`src/rtl/sound_req_arbiter.sv`:
```
// -----------------------------------------------------------------------------
// sound_req_arbiter
//
// Collects game sound events (key presses, hole/border/ball collisions) from
// NUM_SRC sources and latches the rising edge of each one as a pending request.
// Pending requests are granted one at a time, lowest index first, to the single
// tone generator. Each granted sound plays for PLAY_CYCLES clocks and is
// followed by GAP_CYCLES clocks of silence.
//
// Optional feature macro: SOUND_ARB_PREEMPT_EN
//   Defined   - a higher-priority request restarts playback immediately with
//               the new sound. The interrupted sound is dropped.
//   Undefined - a sound always plays to completion and pending requests wait.
//
// Ports:
//   clk          system clock
//   resetN       synchronous active-low reset
//   req_in       event levels, one bit per source
//   enable       audio enable; low mutes playback and flushes pending requests
//   play_start   one-cycle pulse when a sound is granted
//   play_active  high while a sound is playing
//   play_sel     index of the most recently granted sound (held outside PLAY)
//   pending      latched requests that have not been served yet
// -----------------------------------------------------------------------------
module sound_req_arbiter #(
    parameter int NUM_SRC     = 6,
    parameter int PLAY_CYCLES = 5000000,
    parameter int GAP_CYCLES  = 500000,
    parameter int CNT_W       = 23,
    parameter int SEL_W       = $clog2(NUM_SRC)
) (
    input  logic               clk,
    input  logic               resetN,
    input  logic [NUM_SRC-1:0] req_in,
    input  logic               enable,
    output logic               play_start,
    output logic               play_active,
    output logic [SEL_W-1:0]   play_sel,
    output logic [NUM_SRC-1:0] pending
);

    typedef enum logic [1:0] {
        IDLE = 2'd0,
        PLAY = 2'd1,
        GAP  = 2'd2
    } state_t;

    localparam logic [CNT_W-1:0] PLAY_LOAD = CNT_W'(PLAY_CYCLES - 1);
    localparam logic [CNT_W-1:0] GAP_LOAD  = CNT_W'((GAP_CYCLES > 0) ? (GAP_CYCLES - 1) : 0);
    localparam logic [CNT_W-1:0] CNT_ZERO  = {CNT_W{1'b0}};
    localparam logic [CNT_W-1:0] CNT_ONE   = {{(CNT_W-1){1'b0}}, 1'b1};
    localparam logic [NUM_SRC-1:0] SRC_ONE = {{(NUM_SRC-1){1'b0}}, 1'b1};

    state_t             state_r;
    logic [CNT_W-1:0]   cnt_r;
    logic [NUM_SRC-1:0] req_prev_r;
    logic [NUM_SRC-1:0] pending_r;
    logic               play_start_r;
    logic               play_active_r;
    logic [SEL_W-1:0]   play_sel_r;

    logic [NUM_SRC-1:0] edge_s;
    logic [NUM_SRC-1:0] grant_mask_s;
    logic [NUM_SRC-1:0] pending_nxt_s;
    logic [SEL_W-1:0]   winner_s;
    logic               any_pend_s;
    logic               grant_s;
    logic               preempt_s;

    // Index of the lowest set bit; scanning downward lets the lowest index win.
    function automatic logic [SEL_W-1:0] lowest_set(input logic [NUM_SRC-1:0] vec);
        logic [SEL_W-1:0] idx;
        idx = {SEL_W{1'b0}};
        for (int i = NUM_SRC - 1; i >= 0; i--) begin
            if (vec[i]) begin
                idx = SEL_W'(i);
            end else begin
                idx = idx;
            end
        end
        return idx;
    endfunction

    // Edge detection, arbitration on the registered pending vector, and next pending.
    always_comb begin
        edge_s     = req_in & ~req_prev_r;
        any_pend_s = |pending_r;
        winner_s   = lowest_set(pending_r);
        preempt_s  = 1'b0;
`ifdef SOUND_ARB_PREEMPT_EN
        preempt_s  = (state_r == PLAY) && enable && any_pend_s && (winner_s < play_sel_r);
`endif
        grant_s    = ((state_r == IDLE) && enable && any_pend_s) || preempt_s;
        if (grant_s) begin
            grant_mask_s = SRC_ONE << winner_s;
        end else begin
            grant_mask_s = {NUM_SRC{1'b0}};
        end
        // A new edge re-arms a bit even if the same bit is being granted now.
        if (enable) begin
            pending_nxt_s = (pending_r & ~grant_mask_s) | edge_s;
        end else begin
            pending_nxt_s = {NUM_SRC{1'b0}};
        end
    end

    // Request history, pending latch and the play/gap sequencer with registered outputs.
    always_ff @(posedge clk) begin
        if (!resetN) begin
            state_r       <= IDLE;
            cnt_r         <= CNT_ZERO;
            req_prev_r    <= {NUM_SRC{1'b0}};
            pending_r     <= {NUM_SRC{1'b0}};
            play_start_r  <= 1'b0;
            play_active_r <= 1'b0;
            play_sel_r    <= {SEL_W{1'b0}};
        end else begin
            req_prev_r   <= req_in;
            pending_r    <= pending_nxt_s;
            play_start_r <= grant_s;
            if (grant_s) begin
                play_sel_r <= winner_s;
            end else begin
                play_sel_r <= play_sel_r;
            end

            case (state_r)
                IDLE: begin
                    if (grant_s) begin
                        cnt_r         <= PLAY_LOAD;
                        state_r       <= PLAY;
                        play_active_r <= 1'b1;
                    end else begin
                        play_active_r <= 1'b0;
                    end
                end
                PLAY: begin
                    if (!enable) begin
                        cnt_r         <= CNT_ZERO;
                        state_r       <= IDLE;
                        play_active_r <= 1'b0;
                    end else if (preempt_s) begin
                        // Restart playback with the higher-priority sound.
                        cnt_r         <= PLAY_LOAD;
                        play_active_r <= 1'b1;
                    end else if (cnt_r == CNT_ZERO) begin
                        play_active_r <= 1'b0;
                        if (GAP_CYCLES > 0) begin
                            cnt_r   <= GAP_LOAD;
                            state_r <= GAP;
                        end else begin
                            state_r <= IDLE;
                        end
                    end else begin
                        cnt_r         <= cnt_r - CNT_ONE;
                        play_active_r <= 1'b1;
                    end
                end
                GAP: begin
                    play_active_r <= 1'b0;
                    if (!enable || (cnt_r == CNT_ZERO)) begin
                        cnt_r   <= CNT_ZERO;
                        state_r <= IDLE;
                    end else begin
                        cnt_r <= cnt_r - CNT_ONE;
                    end
                end
                default: begin
                    cnt_r         <= CNT_ZERO;
                    state_r       <= IDLE;
                    play_active_r <= 1'b0;
                end
            endcase
        end
    end

    assign play_start  = play_start_r;
    assign play_active = play_active_r;
    assign play_sel    = play_sel_r;
    assign pending     = pending_r;

endmodule
```
`config.mk`:
```
export PLATFORM = sky130hd
export DESIGN_NAME = sound_req_arbiter
export DESIGN_NICKNAME = d
export VERILOG_FILES = /design/src/rtl/sound_req_arbiter.sv
export SDC_FILE = /design/constraint.sdc
export NUM_CORES = 1
export LEC_CHECK = 0
export CORE_MARGIN = 5
export CORE_UTILIZATION = 40
export CTS_CLUSTER_DIAMETER = 50
export DETAILED_ROUTE_END_ITERATION = 7
export PLACE_DENSITY_LB_ADDON = 0.05
export REMOVE_ABC_BUFFERS = 1
export SETUP_SLACK_MARGIN = 0.15
export SYNTH_ARGS = -nofsm -noshare
export SYNTH_HDL_FRONTEND = slang
export SYNTH_SLANG_ARGS = --single-unit
```
`constraint.sdc`:
```
create_clock -name clk -period 2.75 [get_ports clk]
set_clock_uncertainty 0.1 [all_clocks]
set_input_delay 0.4125 -clock clk [delete_from_list [all_inputs] [get_ports clk]]
set_output_delay 0.4125 -clock clk [all_outputs]
set_load 0.005 [all_outputs]
```
# --- Word-level counts from Yosys, hierarchy flattened ---
# Index checks and enable logic that the tools add are counted.
# W data, S select, Z words.
word_totals:
  reg_bits: 42
  elab_cells: 49
  output_inout_bits: 11
  in_bits: 9
classes:
  shift: 1
  n_addsub: 1
  n_bitwise: 5
  n_eq_ne: 5
  reduce_logical: 9
  muxes: 21
op_table:
  columns: ["cell", "n"]
  rows:
  - ["$mux W23", 4]
  - ["$pmux W23 S3", 1]
  - ["$logic_not A23 Y1", 1]
  - ["$sub A23 B1 Y23 const B", 1]
  - ["$mux W3", 6]
  - ["$and A6 B6 Y6", 2]
  - ["$not A6 Y6", 2]
  - ["$mux W2", 4]
  - ["$mux W6", 1]
  - ["$or A6 B6 Y6", 1]
  - ["$pmux W2 S3", 1]
  - ["$reduce_or A6 Y1", 1]
  - ["$shl A1 B3 Y6 const A", 1]
  - ["$ne A2 B2 Y1 const B", 2]
  - ["$mux W1", 3]
  - ["$ne A3 B3 Y1 const B", 1]
  - ["$reduce_and A3 Y1", 1]
  - ["$eq A2 B1 Y1 const B", 1]
  - ["$eq A2 B2 Y1 const B", 1]
  - ["$logic_and A1 B1 Y1", 2]
  - ["$logic_not A2 Y1", 1]
  - ["$pmux W1 S2", 1]
  - ["$reduce_and A2 Y1", 1]
  - ["$logic_not A1 Y1", 1]
  - ["$logic_or A1 B1 Y1", 1]

# --- Depth between registers and ports, before layout ---
# Gate-level depths: netlist of the first run.
logic_depth:
  depth_word: 11
  ltp_mapped: 8
  depth_no_buf: 7

# --- Worst setup path after synthesis of the first run ---
# No wires, ideal clock.
synth_timing:
  path_kind: "register to register"
  startpoint: "reg cnt_r[4]"
  endpoint: "reg cnt_r[3]"
  setup_slack_ps: 620
  t_required_ps: 2523
  path_stages_with_launch: 8
  t_arrival_ps: 1903
  setup_ps: 127
  n_path_buf: 2
  synth_period_minus_slack_ps: 2130
  path_cell_list: "dfxtp_1 -> buf_6 -> nor4_4 -> and4_1 -> buf_6 -> nor2_1 -> o311a_1 -> or3_1"
synth_via:
  elab_chain_len: 4
  elab_cells_between_ends: 6
  cone_classes: "mux: 4; reduce/logical: 2"
synth_lines:
  columns: ["element", "line", "source"]
  rows:
  - ["start: declaration", "55", "logic [CNT_W-1:0] cnt_r;"]
  - ["start signal: assignment", "155", "cnt_r <= cnt_r - CNT_ONE;"]
  - ["start signal: assignment", "165", "cnt_r <= cnt_r - CNT_ONE;"]
  - ["$logic_not A23 Y1 (*)", "146, 161", null]
  - ["$mux W23 / $logic_or A1 B1 Y1 (equally long branches)", "146, 161", null]
  - ["$mux W23 (on tied branches)", "138, 161", null]
  - ["$pmux W23 S3 (*)", "127", "case (state_r)"]
# Mark *: on every way between the ends. The rest lies on a longest branch, timed or not.
# A chain may end at the register's enable or synchronous reset.

# --- Final worst setup path of the first run ---
layout_timing:
  startpoint: "reg cnt_r[0]"
  endpoint: "reg cnt_r[20]"
layout_via:
  elab_chain_len: 4
  elab_cells_between_ends: 7
  cone_classes: "add/sub: 1; mux: 4; reduce/logical: 2"
layout_lines:
  columns: ["element", "line"]
  rows:
  - ["$sub A23 B1 Y23 / $logic_not A23 Y1 (equally long branches)", null]
  - ["$mux W23 / $logic_or A1 B1 Y1 (equally long branches)", "146, 161"]
  - ["$mux W23 (on tied branches)", "138, 161"]
  - ["$pmux W23 S3 (*)", "127"]
# Marked as above.

==> run metrics, run 1 <==
status=complete, no violations; fill count=about 580; DIE AREA=0.00721 sq mm; Worst-path clk slew=90 ps; XOR/XNOR Fraction of Synth Area=2.73%; post-synth top area share=37.4%; Min Clock Period, post-route=2360 ps; Gate power share=31.6%; most frequent cells in the layout=dfxtp_1, o21ai_0, nand2_1, a21oi_1, clkdlybuf4s50_1; Sink Count=42; switching power=0.000603 W; Lkg Pwr=0.991 nW; Crit Path Category=reg2reg; HPWL Detailed=4.52 mm; mux contribution to synthesized area=0.501%; FF+latch area=841 sq um; VDD IR-drop max=233 uV; final hold vios=0; fin util=48.0%; initial DRC count=164; Tightest Pin Transition=652 ps; share of layout cells above drive strength 1=approximately a tenth; met3 global-route usage=3.20%; post-synthesis to final-layout area growth=16.9%; antenna violations before repair=0; Worst slew margin=56.2%; Clock power frac=between 20 and 30%; die height=84.9 microns; Internal Power=0.00109 W; Layout Cell Area excl Fill=0.00263 sq mm; post_cts resized=0; ANT nets after route=0; diode count=0; Adder-Cell Fraction of Synth Area=1.11%; Crit path required time=2840 ps; Critical Path End Type=flop; largest family of logic cells by synthesized area=simple AND/OR/NAND/NOR gates; most common cell after layout, fill and taps aside=dfxtp_1; HP Class=reg2reg; io pins=20; die width=84.9 microns; CTS tree=built; post-route DRC violation count=0; DR pass1 iterations=4; Routed WL=between 5 and 6 mm; Final Max Slew Viols=0; Post-Synth Simple-Gate Area=29.5%; Synth Register Bits=42; H-tree depth=2; total CTS buffers=5; Max Cap Viol=0; Clock Latency Late Sink=300 ps; sequential share of power=43.4%; vias in the first global route=2051; Post-CTS Hold Buffers=0; worst-path fanout max=7; Avg Vias per Cell=5.69; setup repair after global routing missed its margin=no; Port Buffers=19; Post-Synthesis Cells=271; crit path launch type=flop; sequential share of the synthesized area=about 37%; final setup violating endpoints=0; Placed Area=between 0.002 and 0.003 sq mm; routed len/inst=16.3 microns; clock root cell=clkbuf_8; postcts setup bufs=0; Synth Warn #=0; largest cells by area after synthesis=dfxtp_1, o21ai_0, a21oi_1; Longest Clk Path Bufs=2; multi-input logic area=0.00130 sq mm; fmax=425 MHz; switch share=35.7%; synthesized area per cell=~8.3 sq um; Initial Util=41.0%; critical path data arrival time=2450 ps; Nets=306; final worst-path cycle share=85.7%; busiest grt layer=met2; GR Util met1=~23%; Pwr Density=between 600 and 700 mW/mm^2; first-pass GRT wire length=10.3 mm; Netlist cell types=56; largest net degree at the start of global routing=13; routability congestion estimate=0.885; compound-cell area share of the yosys netlist=roughly 24%; CORE AREA=0.00547 sq mm; All-Layer GR Usage=around 17%; Setup TNS=0 ps; GR Layer Usage met2=29.8%; Placement Rows=27; vias post-DR=2095; most area-hungry cell type in the Yosys netlist=dfxtp_1; grt ovf=0; Mapped Area=0.00225 sq mm
[flip-flops by register name, summed over array words and instances, names as in the netlist]
name	count
pending	6
req_prev_r	6
state_r	2
cnt_r	23
play_start	1
play_sel	3
play_active	1
[path summary, 6_finish.rpt]
path	depth (start not counted)	end	from	slack [ps]
setup / recovery	7	cnt_r[20]$_SDFFE_PN0N_	cnt_r[0]$_SDFFE_PN0N_	390
hold / removal	2	play_sel[1]$_SDFFE_PN0P_	play_sel[1]$_SDFFE_PN0P_	370
setup reg to reg	7	cnt_r[20]$_SDFFE_PN0N_	cnt_r[0]$_SDFFE_PN0N_	390
hold reg to reg	2	play_sel[1]$_SDFFE_PN0P_	play_sel[1]$_SDFFE_PN0P_	370
[per-stage QoR]
stage	total power [W]	setup slack [ps]	cells	hold WS [ps]
global route	0.00179	162	368	413
detailed placement	0.00128	332	360	356
global placement	0.00128	369	360	361
floorplan	0.00109	644	258	353
CTS	0.00170	426	368	375
finish	0.00169	394	368	370
[power by group through the flow]
stage / Combinational (W) / Clock, W / Sequential, W
final: 0.000534 / 0.000423 / 0.000734
after detailed placement: 0.000529 / 0 / 0.000746
after CTS: 0.000533 / 0.000435 / 0.000733
after global placement: 0.000535 / 0 / 0.000747
after global routing: 0.000595 / 0.000454 / 0.000742
after floorplan: 0.000362 / 0 / 0.000730
[per-layer routing]
metal  share of wire [%]  vias to the layer above
met2                  48                       49
met1                  47                      972
met3                 3.8                       12
met4                 1.7                        0
met5                   0                        -
li1                    -                     1062
[critical path: stages, from the launching register on]
cell and delay [ps]:
dfxtp_1 370, inv_1 100, ha_1 140, nor3b_1 340
nand4_2 290, o21ai_1 480, o21ai_0 170, mux2_2 280
[cells by family after synthesis]
logic type / Yosys count
AOI/OAI and AO/OA: 84
xor gates and xnor gates: 7
adders and majority gates: 2
buffers and inverters: 20
DFF: 42
muxes: 1
and+or+nand+nor: 115
[synth_stat cells, drive strengths merged]
cell type,instances
dfxtp,42
o21ai,27
a21oi,23
nand2,23
nor3,18
nor2,16
nor4,11
and2,9
nand2b,9
clkbuf,8
nand4,8
inv,7
a31oi,5
buf,5
nand3,5
a211o,4
nor3b,4
o31ai,4
or4,4
xnor2,4
nor2b,3
or3,3
xor2,3
a2111oi,2
a22o,2
ha,2
o22ai,2
o31a,2
a211oi,1
a21o,1
a221oi,1
a22oi,1
a2bb2oi,1
a31o,1
and4,1
mux2,1
nor4b,1
o211a,1
o211ai,1
o21a,1
o21ba,1
o21bai,1
o2bb2a,1
o311a,1
[cell type report]
| type | instances | share of cell area [%] |
|---|---|---|
| multi-input cells | 209 | 49.7 |
| flip-flops and latches | 42 | 32.0 |
| repair buffers | 30 | 10.4 |
| well taps | 72 | 3.43 |
| clock buffers | 7 | 3.29 |
| inverters | 7 | 1.00 |
| clock inverters | 1 | 0.191 |
(Power assumes the default switching activity.)
==> inputs of run 2 (changes only) <==
--- a/config.mk
+++ b/config.mk
@@ -9,6 +9,7 @@
 export CORE_UTILIZATION = 40
 export CTS_CLUSTER_DIAMETER = 50
 export DETAILED_ROUTE_END_ITERATION = 7
+export GPL_TIMING_DRIVEN = 1
 export PLACE_DENSITY_LB_ADDON = 0.05
 export REMOVE_ABC_BUFFERS = 1
 export SETUP_SLACK_MARGIN = 0.15
==> results of run 2 <==
Same layout as run 1: the final DEF is identical, and so are final timing and power.
